`config.mk`:
```
export PLATFORM = sky130hd
export DESIGN_NAME = seq_shifter
export DESIGN_NICKNAME = d
export VERILOG_FILES = /design/src/rtl/seq_shifter.sv
export SDC_FILE = /design/constraint.sdc
export NUM_CORES = 1
export LEC_CHECK = 0
export BUFFER_PORTS_ARGS = -buffer_cell sky130_fd_sc_hd__buf_2
export CORE_ASPECT_RATIO = 2
export CORE_MARGIN = 2
export CORE_UTILIZATION = 25
export DETAILED_ROUTE_END_ITERATION = 6
export MAX_ROUTING_LAYER = met4
export PLACE_DENSITY = 0.45
export SYNTH_ARGS = -nofsm -noshare
export SYNTH_HDL_FRONTEND = slang
export SYNTH_SLANG_ARGS = --single-unit
```
`constraint.sdc`:
```
create_clock -name clk -period 5 [get_ports clk]
set_clock_uncertainty 0.2 [all_clocks]
set_input_delay 0.25 -clock clk [delete_from_list [all_inputs] [get_ports clk]]
set_output_delay 0.25 -clock clk [all_outputs]
set_load 0.02 [all_outputs]
```
`src/rtl/seq_shifter.sv`:
```
// Multi-cycle SLL/SRL/SRA/ROR shifter that moves at most STEP bits per cycle,
// with valid/ready handshakes on the request and result sides.
module seq_shifter #(
  parameter int XLEN    = 32,
  parameter int SHAMT_W = $clog2(XLEN),
  parameter int STEP    = 1
) (
  input  logic               clk,
  input  logic               rst,
  input  logic               flush,
  input  logic               in_valid,
  output logic               in_ready,
  input  logic [1:0]         op,
  input  logic [XLEN-1:0]    operand,
  input  logic [SHAMT_W-1:0] shamt,
  output logic               out_valid,
  input  logic               out_ready,
  output logic [XLEN-1:0]    result,
  output logic               busy
);

  // k only ever ranges over 0..STEP, so the per-cycle shifter stays STEP wide.
  localparam int KW = $clog2(STEP + 1);

  typedef enum logic [1:0] {
    S_IDLE  = 2'd0,
    S_SHIFT = 2'd1,
    S_DONE  = 2'd2
  } state_t;

  typedef enum logic [1:0] {
    OP_SLL = 2'd0,
    OP_SRL = 2'd1,
    OP_SRA = 2'd2,
    OP_ROR = 2'd3
  } op_t;

  state_t             state_q, state_d;
  op_t                op_q;
  logic [SHAMT_W-1:0] rem_q;
  logic [XLEN-1:0]    acc_q;

  logic [KW-1:0]      k;
  logic [SHAMT_W-1:0] rem_step;
  logic [XLEN-1:0]    acc_step;
  logic               accept;

  assign accept = in_valid & in_ready;
  assign result = acc_q;

  // One step of the iterative shift. Since k <= rem, no bits carry between steps.
  always_comb begin
    // NOTE: every always_comb output gets a default first so no path can infer a latch.
    acc_step = acc_q;
    if (int'(rem_q) >= STEP) k = KW'(STEP);
    else                     k = KW'(rem_q);
    rem_step = rem_q - SHAMT_W'(k);
    case (op_q)
      OP_SLL:  acc_step = acc_q << k;
      OP_SRL:  acc_step = acc_q >> k;
      OP_SRA:  acc_step = XLEN'($signed(acc_q) >>> k);
      OP_ROR:  acc_step = (acc_q >> k) | (acc_q << (XLEN - int'(k)));
      default: acc_step = acc_q;
    endcase
  end

  // State register.
  always_ff @(posedge clk or posedge rst) begin
    // NOTE: sequential state uses non-blocking assignments so every register samples pre-edge values.
    if (rst) state_q <= S_IDLE;
    else     state_q <= state_d;
  end

  // Next-state logic; flush overrides everything.
  always_comb begin
    state_d = state_q;
    if (flush) begin
      state_d = S_IDLE;
    end else begin
      case (state_q)
        S_IDLE:  if (accept) state_d = (shamt == '0) ? S_DONE : S_SHIFT;
        S_SHIFT: if (rem_step == '0) state_d = S_DONE;
        S_DONE:  if (out_ready) state_d = S_IDLE;
        default: state_d = S_IDLE;
      endcase
    end
  end

  // Datapath registers.
  always_ff @(posedge clk or posedge rst) begin
    // NOTE: acc is reset because result is directly visible and must read 0 out of reset.
    if (rst) begin
      op_q  <= OP_SLL;
      rem_q <= '0;
      acc_q <= '0;
    end else if (flush) begin
      // The partial acc is left in place; only the remaining count is cleared.
      rem_q <= '0;
    end else begin
      case (state_q)
        S_IDLE: begin
          if (accept) begin
            acc_q <= operand;
            op_q  <= op_t'(op);
            rem_q <= shamt;
          end
        end
        S_SHIFT: begin
          acc_q <= acc_step;
          rem_q <= rem_step;
        end
        default: ;
      endcase
    end
  end

  // Outputs decoded from registered state; only in_ready looks at rst/flush.
  always_comb begin
    in_ready  = (state_q == S_IDLE) & ~rst & ~flush;
    out_valid = (state_q == S_DONE);
    busy      = (state_q != S_IDLE);
  end

endmodule
```
[Word level (Yosys, flattened, before mapping)]
Cells that the tools add are included.
Storage, ports and cells
  memory bits (read-only): 0
  output and inout bits: 35
  register bits: 41
  bits in latches: 0
  logic and storage cells: 50
  RAM bits: 0
  memories kept: 0
Operators by class
  shifts and indexed selects: 4
  mux-type cells: 13
  reduce and logical (&&, ||, !) cells: 11
  divide/modulo/power cells: 0
  $mul: 0
  equal/unequal tests: 9
  bitwise logic cells: 6
  add/subtract/negate cells: 2
  $lt $le $gt $ge: 1
Operators with widths (number)
  $pmux 32 s4: 1
  $pmux 32 s2: 1
  $mux 32: 1
  $or 32x32->32: 1
  $shl 32x1->32: 1
  $shl 32x32->32: 1
  $shr 32x1->32: 1
  $sshr 32x1->32: 1
  $logic_not 5->1: 2
  $mux 2: 5
  $mux 5: 2
  $pmux 5 s2: 1
  $reduce_and 3->1: 3
  $sub 6x1->7 const A: 1
  $eq 2x2->1 const B: 3
  $ne 3x3->1 const B: 2
  $pmux 2 s3: 1
  $ge 5x1->1 const B: 1
  $sub 5x1->5: 1
  $eq 2x1->1 const B: 2
  $logic_not 2->1: 2
  $reduce_bool 2->1: 2
  $and 1x1->1: 3
  $ne 3x2->1 const B: 1
  5 further kinds: 6

[Longest topological paths before layout]
  depth in word-level cells: 7
  depth in mapped cells: 7
  depth with buffers taken out: 7

[Worst setup path before layout]
Ideal clock, no wire load.
  path kind: reg-to-reg
  from: register rem_q[3]
  to: register state_q[1]
  clock period less this slack: 1.901 ns
  library setup time: 0.122 ns
  data arrival time: 1.579 ns
  slack: 3.099 ns
  stages on the path, launching flop included: 8
  buffers on the path: 0
  path through: dfrtp_1 nor2_2 a21oi_1 ha_1 or2b_1 nand4_1 o21ai_0 a32o_1
Between the ends
  longest elaborated chain between the ends: 6
RTL lines
  start: declaration: line 40  | logic [SHAMT_W-1:0] rem_q;
  start signal: assignment: line 105  | rem_q <= shamt;
  start signal: assignment: line 110  | rem_q <= rem_step;
  $ge 5x1->1: line 55  | if (int'(rem_q) >= STEP) k = KW'(STEP);
  $mux 1: line 55
  $sub 5x1->5 (*): line 57  | rem_step = rem_q - SHAMT_W'(k);
  $logic_not 5->1 (*): line 82  | S_SHIFT: if (rem_step == '0) state_d = S_DONE;
  $ne 3x3->1 (no source line) (*)
  $reduce_and 3->1 (no source line) (*)
  end signal: assignment: line 71  | else state_q <= state_d;
  end: declaration: line 38  | state_t state_q, state_d;
Every way passes the cells marked *; elsewhere a longest branch is shown, timed or not.
A chain may end at the register's enable or synchronous reset.

[Worst setup path after layout]
  from: register op_q[1]
  to: register acc_q[31] (netlist: result[31])
Between the ends
  longest elaborated chain between the ends: 3
  elaborated cells on any way between the ends: 6
  those cells by class: eq/ne: 3; mux: 2; reduce/logical: 1
RTL lines
  start: declaration: line 39  | op_t op_q;
  start signal: assignment: line 104  | op_q <= op_t'(op);
  $eq 2x2->1, or another cell as far along: line 58  | case (op_q)
  $pmux 32 s4 (*): line 58
  $pmux 32 s2 (*): line 100  | case (state_q)
  end signal: assignment: line 103  | acc_q <= operand;
  end signal: assignment: line 109  | acc_q <= acc_step;
  end: declaration: line 41  | logic [XLEN-1:0] acc_q;
Marked as above.

==> results summary <==
The run finished, with violations left. The final reports fail on negative hold slack. The clock reaches the later pin of the worst-skew pair after between 0.2 and 0.3 ns.

The number of detailed-routing iterations run before antenna repair is 4. Summed over all cells, the static leakage comes to 1.23 nW. The congestion estimate from routability-driven global placement came to 0.857. The mean instance size in the synthesized netlist came out at between 9 and 10 um2.

The antenna diode count came out at 0. Static timing analysis puts the maximum clock frequency at about 400 MHz. The number of buffers added to fix hold violations after cts is 0. STA puts the critical path data required time at about 5 ns. The routed wire length is 7640 um. Across the VDD grid, the largest voltage drop is ~0.00021 V.

The remaining design rule violation count came out at 0. Registers take 0.00103 mm2. The via count of the routed design came out at between 2,000 and 2,500.

The number of cell instances on the worst register-to-register path is 4. Global routing used between 10% and 20% of the available tracks. Summing all multi-input logic gate instances after layout gives 0.00122 mm2. The number of H-tree branching levels is 2. The initial antenna violation count came out at 0. The post-synthesis net count is slightly above 300.

For flop-to-flop paths, the worst setup slack is 2.43 ns. The final design utilization came out at between 30% and 40%. The number of buffers created by CTS came out at 5. The tree built by TritonCTS fans out to 41 sinks. The area fraction of the dominant cell type after synthesis is roughly 42%. In this run the worst hold path is classified as primary input to asynchronous set/reset pin. The register share of total power is 34.6%. The fraction of power consumed by the clock network is 18.2%.

The share of the clock period used by the worst path is between 50 and 60%. Among all flip-flop cells after synthesis, the most frequent one is dfrtp_1. The count of final hold-check violations came out at 17. TritonCTS built the clock tree. The setup TNS after final layout is 0 ns. The via count of the first global-routing pass is roughly 2,400. Relative to the synthesized area, the layout overhead comes to 22.8%. After synthesis the netlist holds a flip-flop and latch count of 41. By area the synthesized netlist is led by dfrtp_1 (42%), o221a_2 (13%), o21ai_0 (7.6%). The post-cts sizing count is 0. The iteration-0 DRC count of the detailed router came out at around 170.

In this run the cell area measured after placement is 0.00280 mm2. The data arrival time of the critical path came out at between 2 and 3 ns. The number of max-slew violations in the final report is 0. The power after layout is ~2.1 mW. The cell row count came out at 50.

Setup slack on the critical path of the routed design comes to roughly 2.4 ns. In the synthesized netlist, the number of instances is 257. The cell type contributing the most total cell area after synthesis is dfrtp_1. The full die area is ~0.011 mm2.

Combinational logic is responsible for between 40% and 50% of the overall power. The count of maximum capacitance violations came out at 0. The share of the Yosys chip area taken by registers is 42.3%. In this run the critical register-to-register path is captured at result[31]$_DFFE_PP0P_. In the final routed layout, each cell accounts on average for ~18 um.

The post-placement cell count came out at about 420. The quantity of I/O buffers inserted on ports is roughly 80. The number of buffers added for setup after CTS is 0.

STA classifies the critical path startpoint as a flip-flop. The final hold slack came out at -0.00900 ns. The headroom to the max-slew limit came out at approximately 17%. The maximum buffer depth of the clock tree is 2. Setup repair after global routing left no endpoint under its margin.

The floorplan step defined a core boundary enclosing around 0.0094 mm2. In this run the cell area of the synthesized design comes to ~0.0024 mm2. The number of enable flip-flop cells after synthesis is 0. The height of the chip came out at ~140 um. In the routed layout, each cell is associated on average with a via count of roughly 5.3. The power density of the placed cells came out at approximately 700 mW/mm2. Counting flops with an async set or reset pin after synthesis yields a share of 100%. Of all nets on the critical path, the largest fanout is 34. The worst register-to-register path begins at op_q[1]$_DFFE_PP0P_. The transition time of the tightest slew-check pin is about 1.2 ns. The global-route wire length before repair is ~12,000 um. dfrtp_1 is the most common cell in the netlist. The sum of overflow across all layers after global routing is 0. The sum of net half-perimeters after detailed placement is between 5000 and 6000 um. The maximum number of pins on one net before global-route repair came out at between 40 and 50. The count of non-filler cells in the finished layout is around 430. In the final design database the tool counted 367 nets. The count of unique library cells instantiated by Yosys is 46. The final critical path time including I/O delays and setup came out at 2.57 ns. The x dimension of the die is 73.6 um. In this run the clock root is driven by a clkbuf_16.

The fill cell instance count of the final layout came out at 1,004. Summed over all nets, the switching power comes to 967 uW. Counting instances in the post-synthesis netlist gives the leading cell types as dfrtp_1 (41), o21ai_0 (37), nand2_1 (35), nand3_1 (30), o221a_2 (29). After clock tree synthesis, the clock-pin slew on the worst setup and hold paths is 0.06 ns.

The worst setup slack before clock tree synthesis is 2.45 ns. The starting density of the core came out at between 20% and 30%. The post-route cell area is a little under 0.003 mm2. Net switching is roughly 45% of the power. The number of failing setup endpoints in the final timing report is 0.

The kind of critical path is flip-flop to flip-flop. STA classifies the critical path endpoint as a flip-flop. For this run, the number of Yosys warnings is 0. The share of post-route cells with drive strength above 1 is between 40% and 50%.

Internal power comes to 1.16 mW. The number of I/O pins came out at just under 80. The number of routed nets with antenna violations came out at 0.
critical path: stages (launching register included):
cell	delay (ns)
dfrtp_1	0.70
nor2_2	1.10
a21oi_1	0.16
o211ai_1	0.20
a22o_1	0.14
power by group through the flow:
stage | clock (mW) | combinational [mW] | sequential [mW]
after global routing | 0.412 | 1.10 | 0.770
after floorplan | 0 | 0.666 | 0.792
after detailed placement | 0 | 1.01 | 0.744
final | 0.388 | 1.00 | 0.736
after CTS | 0.399 | 1.02 | 0.739
after global placement | 0 | 1.01 | 0.741
sequential cells by signal, indices dropped and copies added (netlist names):
signal / count
result: 32
rem_q: 5
op_q: 2
state_q: 2
cell usage in the layout, fill, tap and decap left out, drive strengths merged, types with 2 or more instances in the layout:
master | netlist | layout
o221a | 30 | 30
mux2 | 2 | 2
and2 | 2 | 2
nor3 | 2 | 2
nor2b | 3 | 3
nand2 | 35 | 35
buf | 12 | 80
o211ai | 2 | 2
clkbuf | 10 | 6
nor2 | 14 | 14
dfrtp | 41 | 41
nand3 | 31 | 31
nand2b | 3 | 3
o21ai | 38 | 38
a211oi | 2 | 2
a21oi | 8 | 8
inv | 4 | 4
area by class of cell:
| class | instances | share of cell area (%) |
|---|---|---|
| flip-flops and latches | 41 | 34.5 |
| clock inverters | 2 | 1.26 |
| clock buffers | 6 | 4.67 |
| well taps | 104 | 4.37 |
| multi-input cells | 190 | 41.1 |
| inverters | 4 | 0.505 |
| repair buffers | 80 | 13.6 |
logic make-up (layout without fill, tap and decap cells):
| kind of cell | Yosys count | count (layout) | synth area share [%] |
|---|---|---|---|
| AO/OA/AOI/OAI | 90 | 90 | 29.2 |
| flip-flops | 41 | 41 | 42.3 |
| AND/OR/NAND/NOR | 97 | 97 | 19.7 |
| multiplexers | 2 | 2 | 0.929 |
| adder cells (fa/ha/maj) | 1 | 1 | 0.516 |
| buffers and inverters | 26 | 92 | 7.33 |
per-layer routing:
layer	vias up	part of all wire, %	track usage [%]
met2	58	56	27.6
met3	11	3.1	2.47
met1	1108	38	15.6
met4	0	2.7	6.41
li1	1094	-	-
met5	-	0	-
worst max-delay path by stage:
| stage | start | endpoint | slack [ns] | cells past startpoint |
|---|---|---|---|---|
| floorplan | rem_q[3]$_DFFE_PP0P_ | state_q[1]$_DFFE_PP0P_ | 3.10 | 7 |
| global placement | op_q[1]$_DFFE_PP0P_ | result[31]$_DFFE_PP0P_ | 2.49 | 4 |
| detailed placement | op_q[1]$_DFFE_PP0P_ | result[31]$_DFFE_PP0P_ | 2.45 | 4 |
| CTS | op_q[1]$_DFFE_PP0P_ | result[31]$_DFFE_PP0P_ | 2.43 | 4 |
| global route | op_q[1]$_DFFE_PP0P_ | result[31]$_DFFE_PP0P_ | 2.18 | 4 |
| finish | op_q[1]$_DFFE_PP0P_ | result[31]$_DFFE_PP0P_ | 2.43 | 4 |
Power figures use the tool's default switching activity.
